==> config.mk <==
export PLATFORM = sky130hd
export DESIGN_NAME = bht_update_queue_flat
export DESIGN_NICKNAME = d
export VERILOG_FILES = /design/src/rtl/bht_update_queue_if.sv /design/src/rtl/bht_update_queue.sv /design/src/flat_wrapper.sv
export SDC_FILE = /design/constraint.sdc
export NUM_CORES = 1
export LEC_CHECK = 0
export ABC_AREA = 1
export ABC_CLOCK_PERIOD_IN_PS = 2400
export BUFFER_PORTS_ARGS = -buffer_cell sky130_fd_sc_hd__buf_2
export CAP_MARGIN = 20
export CORE_ASPECT_RATIO = 0.9
export CORE_MARGIN = 3
export CORE_UTILIZATION = 55
export DETAILED_ROUTE_END_ITERATION = 8
export PLACE_DENSITY = 0.76
export SLEW_MARGIN = 30
export SYNTH_ARGS = -nofsm -noshare
export SYNTH_HDL_FRONTEND = slang
export SYNTH_SLANG_ARGS = --single-unit
==> constraint.sdc <==
create_clock -name clk_i -period 2.4 [get_ports clk_i]
set_input_delay 0.36 -clock clk_i [delete_from_list [all_inputs] [get_ports clk_i]]
set_output_delay 0.36 -clock clk_i [all_outputs]
set_load 0.01 [all_outputs]
==> src/rtl/bht_update_queue_if.sv <==
// Bus bundle between the branch-prediction frontend/backend and the BHT update queue.
// slave is the queue's view; master is the view of the surrounding pipeline.
interface bht_update_queue_if #(
   parameter int unsigned bht_idx_width_p = 8,
   parameter int unsigned ghist_width_p   = 12
);
   logic                       init_done_i;
   logic                       p_v_i;
   logic [bht_idx_width_p-1:0] p_idx_i;
   logic [ghist_width_p-1:0]   p_ghist_i;
   logic                       p_taken_i;
   logic                       p_ready_o;
   logic                       r_v_i;
   logic                       r_taken_i;
   logic                       r_ready_o;
   logic                       flush_i;
   logic                       w_v_o;
   logic [bht_idx_width_p-1:0] w_idx_o;
   logic [ghist_width_p-1:0]   w_ghist_o;
   logic                       w_taken_o;
   logic                       correct_o;
   logic                       w_yumi_i;
   logic                       mispredict_o;
   logic [15:0]                miss_cnt_o;

   modport slave (
      input  init_done_i, p_v_i, p_idx_i, p_ghist_i, p_taken_i,
      input  r_v_i, r_taken_i, flush_i, w_yumi_i,
      output p_ready_o, r_ready_o, w_v_o, w_idx_o, w_ghist_o, w_taken_o,
      output correct_o, mispredict_o, miss_cnt_o
   );

   modport master (
      output init_done_i, p_v_i, p_idx_i, p_ghist_i, p_taken_i,
      output r_v_i, r_taken_i, flush_i, w_yumi_i,
      input  p_ready_o, r_ready_o, w_v_o, w_idx_o, w_ghist_o, w_taken_o,
      input  correct_o, mispredict_o, miss_cnt_o
   );
endinterface

==> src/rtl/bht_update_queue.sv <==
// In-flight branch prediction tracker: enqueue at issue, resolve in order, then
// present resolved entries to the tournament BHT write port under valid/yumi.
module bht_update_queue #(
   parameter int unsigned bht_idx_width_p = 8,
   parameter int unsigned ghist_width_p   = 12,
   parameter int unsigned depth_p         = 8
) (
   input logic               clk_i,
   input logic               reset_i,
   bht_update_queue_if.slave bus
);
   localparam int unsigned AW = $clog2(depth_p);
   localparam int unsigned PW = AW + 1;

   typedef struct packed {
      logic [bht_idx_width_p-1:0] idx;
      logic [ghist_width_p-1:0]   ghist;
      logic                       pred;
      logic                       taken;
      logic                       correct;
   } entry_t;

   typedef enum logic [0:0] {INIT = 1'b0, RUN = 1'b1} state_e;

   state_e        state_q, state_d;
   logic [PW-1:0] head_q, res_q, tail_q;
   logic [PW-1:0] head_d, res_d, tail_d;
   entry_t        mem_q [depth_p];
   logic          mispredict_q;
   logic [15:0]   miss_cnt_q;

   logic          run;
   logic          p_ready;
   logic          r_ready;
   logic          w_v;
   logic          enq;
   logic          rsv;
   logic          upd;
   logic          miss;
   logic [AW-1:0] head_slot;
   logic [AW-1:0] res_slot;
   logic [AW-1:0] tail_slot;

   assign head_slot = head_q[AW-1:0];
   assign res_slot  = res_q[AW-1:0];
   assign tail_slot = tail_q[AW-1:0];

   // Handshake qualifiers, all derived from registered state only
   assign run     = (state_q == RUN);
   assign p_ready = run && ((tail_q - head_q) < PW'(depth_p));
   assign r_ready = (res_q != tail_q);
   assign w_v     = run && (head_q != res_q);

   assign enq  = bus.p_v_i && p_ready && !bus.flush_i;
   assign rsv  = bus.r_v_i && r_ready;
   assign upd  = bus.w_yumi_i && w_v;
   assign miss = rsv && (mem_q[res_slot].pred != bus.r_taken_i);

   // Next-state: INIT waits for table init, RUN is terminal until reset
   always_comb begin
      state_d = state_q;
      head_d  = head_q;
      res_d   = res_q;
      tail_d  = tail_q;
      case (state_q)
         INIT:    if (bus.init_done_i) state_d = RUN;
         RUN:     state_d = RUN;
         default: state_d = INIT;
      endcase
      if (upd) head_d = head_q + PW'(1);
      if (rsv) res_d  = res_q + PW'(1);
      if (bus.flush_i)  tail_d = res_d;
      else if (enq)     tail_d = tail_q + PW'(1);
   end

   always_ff @(posedge clk_i or negedge reset_i) begin
      if (!reset_i) begin
         state_q <= INIT;
         head_q  <= '0;
         res_q   <= '0;
         tail_q  <= '0;
      end else begin
         state_q <= state_d;
         head_q  <= head_d;
         res_q   <= res_d;
         tail_q  <= tail_d;
      end
   end

   // Enqueue and resolve never hit the head slot while it is being presented
   always_ff @(posedge clk_i or negedge reset_i) begin
      if (!reset_i) begin
         for (int unsigned i = 0; i < depth_p; i++) mem_q[i] <= '0;
      end else begin
         if (enq) begin
            mem_q[tail_slot].idx   <= bus.p_idx_i;
            mem_q[tail_slot].ghist <= bus.p_ghist_i;
            mem_q[tail_slot].pred  <= bus.p_taken_i;
         end
         if (rsv) begin
            mem_q[res_slot].taken   <= bus.r_taken_i;
            mem_q[res_slot].correct <= (mem_q[res_slot].pred == bus.r_taken_i);
         end
      end
   end

   always_ff @(posedge clk_i or negedge reset_i) begin
      if (!reset_i) begin
         mispredict_q <= 1'b0;
         miss_cnt_q   <= '0;
      end else begin
         mispredict_q <= miss;
         if (miss && (miss_cnt_q != 16'hFFFF)) miss_cnt_q <= miss_cnt_q + 16'd1;
      end
   end

   assign bus.p_ready_o    = p_ready;
   assign bus.r_ready_o    = r_ready;
   assign bus.w_v_o        = w_v;
   assign bus.w_idx_o      = mem_q[head_slot].idx;
   assign bus.w_ghist_o    = mem_q[head_slot].ghist;
   assign bus.w_taken_o    = mem_q[head_slot].taken;
   assign bus.correct_o    = mem_q[head_slot].correct;
   assign bus.mispredict_o = mispredict_q;
   assign bus.miss_cnt_o   = miss_cnt_q;
endmodule

==> src/flat_wrapper.sv <==
// flat-port wrapper written by rule: the top's interface ports become plain ports
module bht_update_queue_flat 
#(
   parameter int unsigned bht_idx_width_p = 8,
   parameter int unsigned ghist_width_p   = 12,
   parameter int unsigned depth_p         = 8
)
  (clk_i, reset_i, bus_init_done_i, bus_p_v_i, bus_p_idx_i, bus_p_ghist_i, bus_p_taken_i, bus_r_v_i, bus_r_taken_i, bus_flush_i, bus_w_yumi_i, bus_p_ready_o, bus_r_ready_o, bus_w_v_o, bus_w_idx_o, bus_w_ghist_o, bus_w_taken_o, bus_correct_o, bus_mispredict_o, bus_miss_cnt_o);
  bht_update_queue_if #(.bht_idx_width_p(bht_idx_width_p), .ghist_width_p(ghist_width_p)) bus_i ();
  input logic clk_i;
  input logic reset_i;
  input wire logic [$bits(bus_i.init_done_i)-1:0] bus_init_done_i;
  input wire logic [$bits(bus_i.p_v_i)-1:0] bus_p_v_i;
  input wire logic [$bits(bus_i.p_idx_i)-1:0] bus_p_idx_i;
  input wire logic [$bits(bus_i.p_ghist_i)-1:0] bus_p_ghist_i;
  input wire logic [$bits(bus_i.p_taken_i)-1:0] bus_p_taken_i;
  input wire logic [$bits(bus_i.r_v_i)-1:0] bus_r_v_i;
  input wire logic [$bits(bus_i.r_taken_i)-1:0] bus_r_taken_i;
  input wire logic [$bits(bus_i.flush_i)-1:0] bus_flush_i;
  input wire logic [$bits(bus_i.w_yumi_i)-1:0] bus_w_yumi_i;
  output wire logic [$bits(bus_i.p_ready_o)-1:0] bus_p_ready_o;
  output wire logic [$bits(bus_i.r_ready_o)-1:0] bus_r_ready_o;
  output wire logic [$bits(bus_i.w_v_o)-1:0] bus_w_v_o;
  output wire logic [$bits(bus_i.w_idx_o)-1:0] bus_w_idx_o;
  output wire logic [$bits(bus_i.w_ghist_o)-1:0] bus_w_ghist_o;
  output wire logic [$bits(bus_i.w_taken_o)-1:0] bus_w_taken_o;
  output wire logic [$bits(bus_i.correct_o)-1:0] bus_correct_o;
  output wire logic [$bits(bus_i.mispredict_o)-1:0] bus_mispredict_o;
  output wire logic [$bits(bus_i.miss_cnt_o)-1:0] bus_miss_cnt_o;
  assign bus_i.init_done_i = bus_init_done_i;
  assign bus_i.p_v_i = bus_p_v_i;
  assign bus_i.p_idx_i = bus_p_idx_i;
  assign bus_i.p_ghist_i = bus_p_ghist_i;
  assign bus_i.p_taken_i = bus_p_taken_i;
  assign bus_i.r_v_i = bus_r_v_i;
  assign bus_i.r_taken_i = bus_r_taken_i;
  assign bus_i.flush_i = bus_flush_i;
  assign bus_i.w_yumi_i = bus_w_yumi_i;
  assign bus_p_ready_o = bus_i.p_ready_o;
  assign bus_r_ready_o = bus_i.r_ready_o;
  assign bus_w_v_o = bus_i.w_v_o;
  assign bus_w_idx_o = bus_i.w_idx_o;
  assign bus_w_ghist_o = bus_i.w_ghist_o;
  assign bus_w_taken_o = bus_i.w_taken_o;
  assign bus_correct_o = bus_i.correct_o;
  assign bus_mispredict_o = bus_i.mispredict_o;
  assign bus_miss_cnt_o = bus_i.miss_cnt_o;
  bht_update_queue #(.bht_idx_width_p(bht_idx_width_p), .ghist_width_p(ghist_width_p), .depth_p(depth_p)) u_core (.clk_i(clk_i), .reset_i(reset_i), .bus(bus_i));
endmodule
# --- Word-level counts from Yosys, hierarchy flattened ---
# Cells that the tools add are included.
word_totals:
  regBits: 214
  out_inout_bits: 42
  wordCells: 106
op_classes:
  add_sub_neg: 5
  order_cmp: 6
  n_eq_ne: 5
  n_mux: 28
  bitwise_logic: 4
  n_reduce_logical: 12
op_table:
  columns: ["op", "n"]
  rows:
  - ["$bwmux 184", 5]
  - ["$mux 184", 2]
  - ["$demux 23 s3", 5]
  - ["$bmux 23 s3", 2]
  - ["$mux 23", 3]
  - ["$add 16x1->16 const B", 1]
  - ["$ne 16x16->1 const B", 1]
  - ["$mux 15", 1]
  - ["$add 4x1->4 const B", 3]
  - ["$ge 4x4->1 const B", 3]
  - ["$mux 4", 3]
  - ["$not 3->4", 3]
  - ["$logic_and 1x1->1", 10]
  - ["$mux 3", 3]
  - ["$lt 4x1->1 const B", 2]
  - ["$ne 4x4->1", 2]
  - ["$lt 4x4->1 const B", 1]
  - ["$sub 4x4->4", 1]
  - ["$mux 1", 2]
  - ["$mux 2", 1]
  - ["$pmux 1 s2", 1]
  - ["$reduce_bool 2->1", 1]
  - ["$eq 1x1->1", 1]
  - ["$logic_not 1->1", 1]
  - ["2 further kinds", 2]

# --- Longest topological paths before layout ---
depth:
  ltp_word: 12
  ltp_mapped: 16

# --- Least setup slack after synthesis ---
# No wires, ideal clock.
synth_path:
  kind: "reg2reg"
  startpoint: "reg u_core.head_q[1]"
  endpoint: "reg u_core.mem_q[100] in the netlist's numbering"
  setup_ns: 0.116
  arrival_time_ns: 2.243
  required_time_ns: 2.284
  path_slack_ns: 0.041
  stages_incl_launch_ff: 16
  period_less_slack_ns: 2.359
  cell_sequence: "dfrtp_1 clkbuf_1 clkinv_1 clkbuf_1 ha_1 nand2_1 inv_1 nand2_1 nand3_1 nand2_2 nand4_4 inv_2 nand2_1 buf_6 nand2_1 nand2_1"
synth_via:
  elab_chain_len: 9
synth_rtl:
  columns: ["element", "line", "text"]
  rows:
  - ["start, declared", "bht_update_queue.sv:26", "logic [PW-1:0] head_q, res_q, tail_q;"]
  - ["start signal, assigned", "bht_update_queue.sv:79", "head_q <= '0;"]
  - ["start signal, assigned", "bht_update_queue.sv:84", "head_q <= head_d;"]
  - ["$sub 4x4->4 (*)", "bht_update_queue.sv:50", "assign p_ready = run && ((tail_q - head_q) < PW'(depth_p));"]
  - ["$lt 4x4->1 (*)", "bht_update_queue.sv:50", null]
  - ["$logic_and 1x1->1 (*)", "bht_update_queue.sv:50", null]
  - ["$logic_and 1x1->1 (*) (2 in a row)", "bht_update_queue.sv:54", "assign enq = bus.p_v_i && p_ready && !bus.flush_i;"]
  - ["$mux 184 (*)", "bht_update_queue.sv:95", "if (enq) begin"]
  - ["$bwmux 184", "bht_update_queue.sv:101", "mem_q[res_slot].taken <= bus.r_taken_i;"]
  - ["$bwmux 184", "bht_update_queue.sv:102", "mem_q[res_slot].correct <= (mem_q[res_slot].pred == bus.r_taken_i);"]
  - ["$mux 184 (*)", "bht_update_queue.sv:100", "if (rsv) begin"]
  - ["end, declared", "bht_update_queue.sv:28", "entry_t mem_q [depth_p];"]
# Mark *: on every way between the ends. The rest lies on a longest branch, timed or not.
# A chain may end at the register's enable or synchronous reset.

# --- Worst setup path after layout ---
layout_path:
  startpoint: "reg u_core.head_q[0]"
  endpoint: "out bus_w_idx_o[3]"
layout_via:
  elab_chain_len: 4
layout_rtl:
  columns: ["element", "line", "text"]
  rows:
  - ["$not 3->4 (implied by the code)", "bht_update_queue.sv:120", "assign bus.w_idx_o = mem_q[head_slot].idx;"]
  - ["$bmux 23 s3", "bht_update_queue.sv:120", null]
  - ["$mux 23 (implied by the code) (2 in a row)", "bht_update_queue.sv:120", null]
  - ["end, declared", "flat_wrapper.sv:24", "output wire logic [$bits(bus_i.w_idx_o)-1:0] bus_w_idx_o;"]
# Every way passes these cells. The select of a mux whose other input is x is not followed.

==> metrics.txt <==
Max-cap violations 0; CTS sink cnt 214; Setup Viol. Count Final 0; most frequent cell after synthesis nand2_1; DRT Pass-1 Iters 5; VDD IR-drop max 0.578 mV; routed wl met2 13.2 mm; die span in x 153 microns; clk root buf clkbuf_16; Via Count 9650; Final Slew Violations 0; placed cells 1700; skew final 0.0135 ns; Yosys warning total 0; Power Density 1390 nW/um^2; Overflow after GRT 0; Worst-Margin Slew 0.423 ns; HP Class in2reg; Finished Layout Cells 1747; routed wire length 29.4 mm; relative slew slack 71.8%; Max Fclk 418 MHz; critical path type reg2out; Rows 47; CTS Buffer Depth 3; number of synthesized register bits 214; Syn Std Cell Area 10700 sq um; number of DRC markers in iteration 0 914; CTS tree done; Final Hold Vio Count 0; RSZ-0062 raised after global routing true; area occupied by multi-input gates 4640 sq um; layout cell share with drive strength beyond 1 11.9%; Post-Syn Instances 1437; die area 21200 sq um; io pins 71; first-pass GRT wire length 48.3 mm; number of global-route vias before repair 9210; Mapped Avg Cell Area 7.44 sq um; area grow syn2layout 13.6%; M1 WL 12.9 mm; all-layer global routing usage 27.5%; Starting Density 57.0%; CP Capture Type output port; post-DP HPWL 17.8 mm; total CTS buffers 24; Tmin final 2.39 ns; routability cong. 0.896; Synth Flop Type dfrtp_1; Critical Path AT 2.03 ns; initial antenna violation count 0; core area 18800 sq um; top cells by area, synth dfrtp_1 50%, nand2_1 25%, o21ai_0 4.9%; final net count 1521; Synth top cells by count 712 x nand2_1, 214 x dfrtp_1, 128 x nor2_1, 104 x o21ai_0, 49 x clkbuf_1; Post-Syn Nets 1472; worst-path fanout max 48; H-tree depth 1; n_diodes 0; Seq/Total Area, Yosys 50.1%; leading area contributor after synthesis dfrtp_1; wire length per cell 16.8 microns; Leak 6.46 nW; number of port buffers 70; Post-synth EDFFs 0; Clock transition at path regs 0.06 ns; Final period util 99.6%; DR WL met3 2.53 mm; fillers 1576; Antenna Nets Post-Route 0; largest net degree at the start of global routing 74; Top Layer Used met4; number of vias per cell 5.52; CP Data Required Time 2.04 ns; final hold slack 0.0380 ns; worst skew pair latency 0.52 ns; outcome completed; FFs w/ async S/R, synth 100%; Synth top area share 50.1%; CP startpoint kind register; FF/Latch Area 5360 sq um; Netlist cell types 31; DRC 0; Die H 138 microns
area by class of cell:
type,instances,share of cell area [%]
multi-input combinational,1084,38.2
sequential,214,44.1
timing repair buffer,117,7.28
clock inverter,7,0.824
clock buffer,35,5.61
tap,245,2.52
inverter,45,1.49
sequential cells by signal (all words and copies together), names as in the netlist:
name	cells
u_core.mem_q	184
u_core.bus.miss_cnt_o	16
u_core.head_q	4
u_core.res_q	4
u_core.tail_q	4
u_core.bus.mispredict_o	1
u_core.run	1
through the flow:
stage	total power [W]	TNS [ns]	setup slack, ns	utilization [%]	area, sq um
after detailed placement	0.0130	0	0.298	60.0	11300
final	0.0169	0	0.00863	64.8	12200
after floorplan	0.0107	0	0.0407	-	10700
after global placement	0.0127	0	0.367	60.0	11300
after global routing	0.0182	-0.158	-0.0341	64.8	12200
after CTS	0.0168	0	0.00161	64.5	12100
logic make-up after synthesis:
| group | count (synthesis) | share of synthesized area, % |
|---|---|---|
| AOI/OAI and AO/OA | 160 | 8.07 |
| xor gates and xnor gates | 18 | 1.47 |
| adders and majority gates | 6 | 0.702 |
| buffers and inverters | 139 | 6.75 |
| DFF | 214 | 50.1 |
| and+or+nand+nor | 900 | 32.9 |
worst max-delay path: stages, from the launching register on:
cell     delay (ns)
dfrtp_4        0.55
buf_12         0.27
o21ai_0        0.14
o22ai_1        0.18
nand2_1        0.09
nand2_1        0.12
buf_2          0.15
power by group:
part	switching [W]	internal [W]	leakage [nW]
Sequential	0.00101	0.00515	2.78
Clock	0.00148	0.00219	0.384
Combinational	0.00445	0.00266	3.29
path summary, 6_finish.rpt:
check | startpoint | end | slack (ns) | depth (start not counted)
min in group asynchronous | reset_i | u_core.mem_q[179] | 0.31 | 2
setup reg to reg | u_core.tail_q[1] | u_core.mem_q[125] | 0.26 | 12
max in group asynchronous | reset_i | u_core.mem_q[34] | 1.38 | 3
hold reg to reg | u_core.mem_q[54] | u_core.mem_q[54] | 0.46 | 2
setup / recovery | u_core.head_q[0] | bus_w_idx_o[3] | 0.009 | 6
hold / removal | bus_init_done_i | u_core.run | 0.04 | 2
layer usage:
| layer | vias to the layer above | GRT usage, % |
|---|---|---|
| met5 | - | 0 |
| met4 | 0 | 7.92 |
| met3 | 55 | 4.22 |
| met2 | 429 | 43.0 |
| met1 | 4557 | 40.2 |
| li1 | 4609 | - |
layout by cell type, fill, tap and decap left out, types with 7 or more instances in the layout:
master / instances
buf_2: 69
inv_1: 39
buf_4: 31
o22ai_1: 44
clkbuf_16: 25
o21ai_1: 10
nand3_1: 23
nand2_2: 8
buf_12: 11
nor2_1: 120
nor2_2: 9
dfrtp_1: 213
nand4_1: 20
xor2_1: 8
clkbuf_1: 7
nand2_1: 711
o21ai_0: 99
xnor2_1: 10
repair_timing:
action / in CTS / in global routing
hold buffers: 1 / 0
resized for setup: 8 / 17
gates cloned: 0 / 1
hold endpoints to repair: 27 / 0
buffers inserted: 3 / 0
endpoints found under the setup margin: 23 / 17
Note: power is estimated with default switching activity, not from simulation.
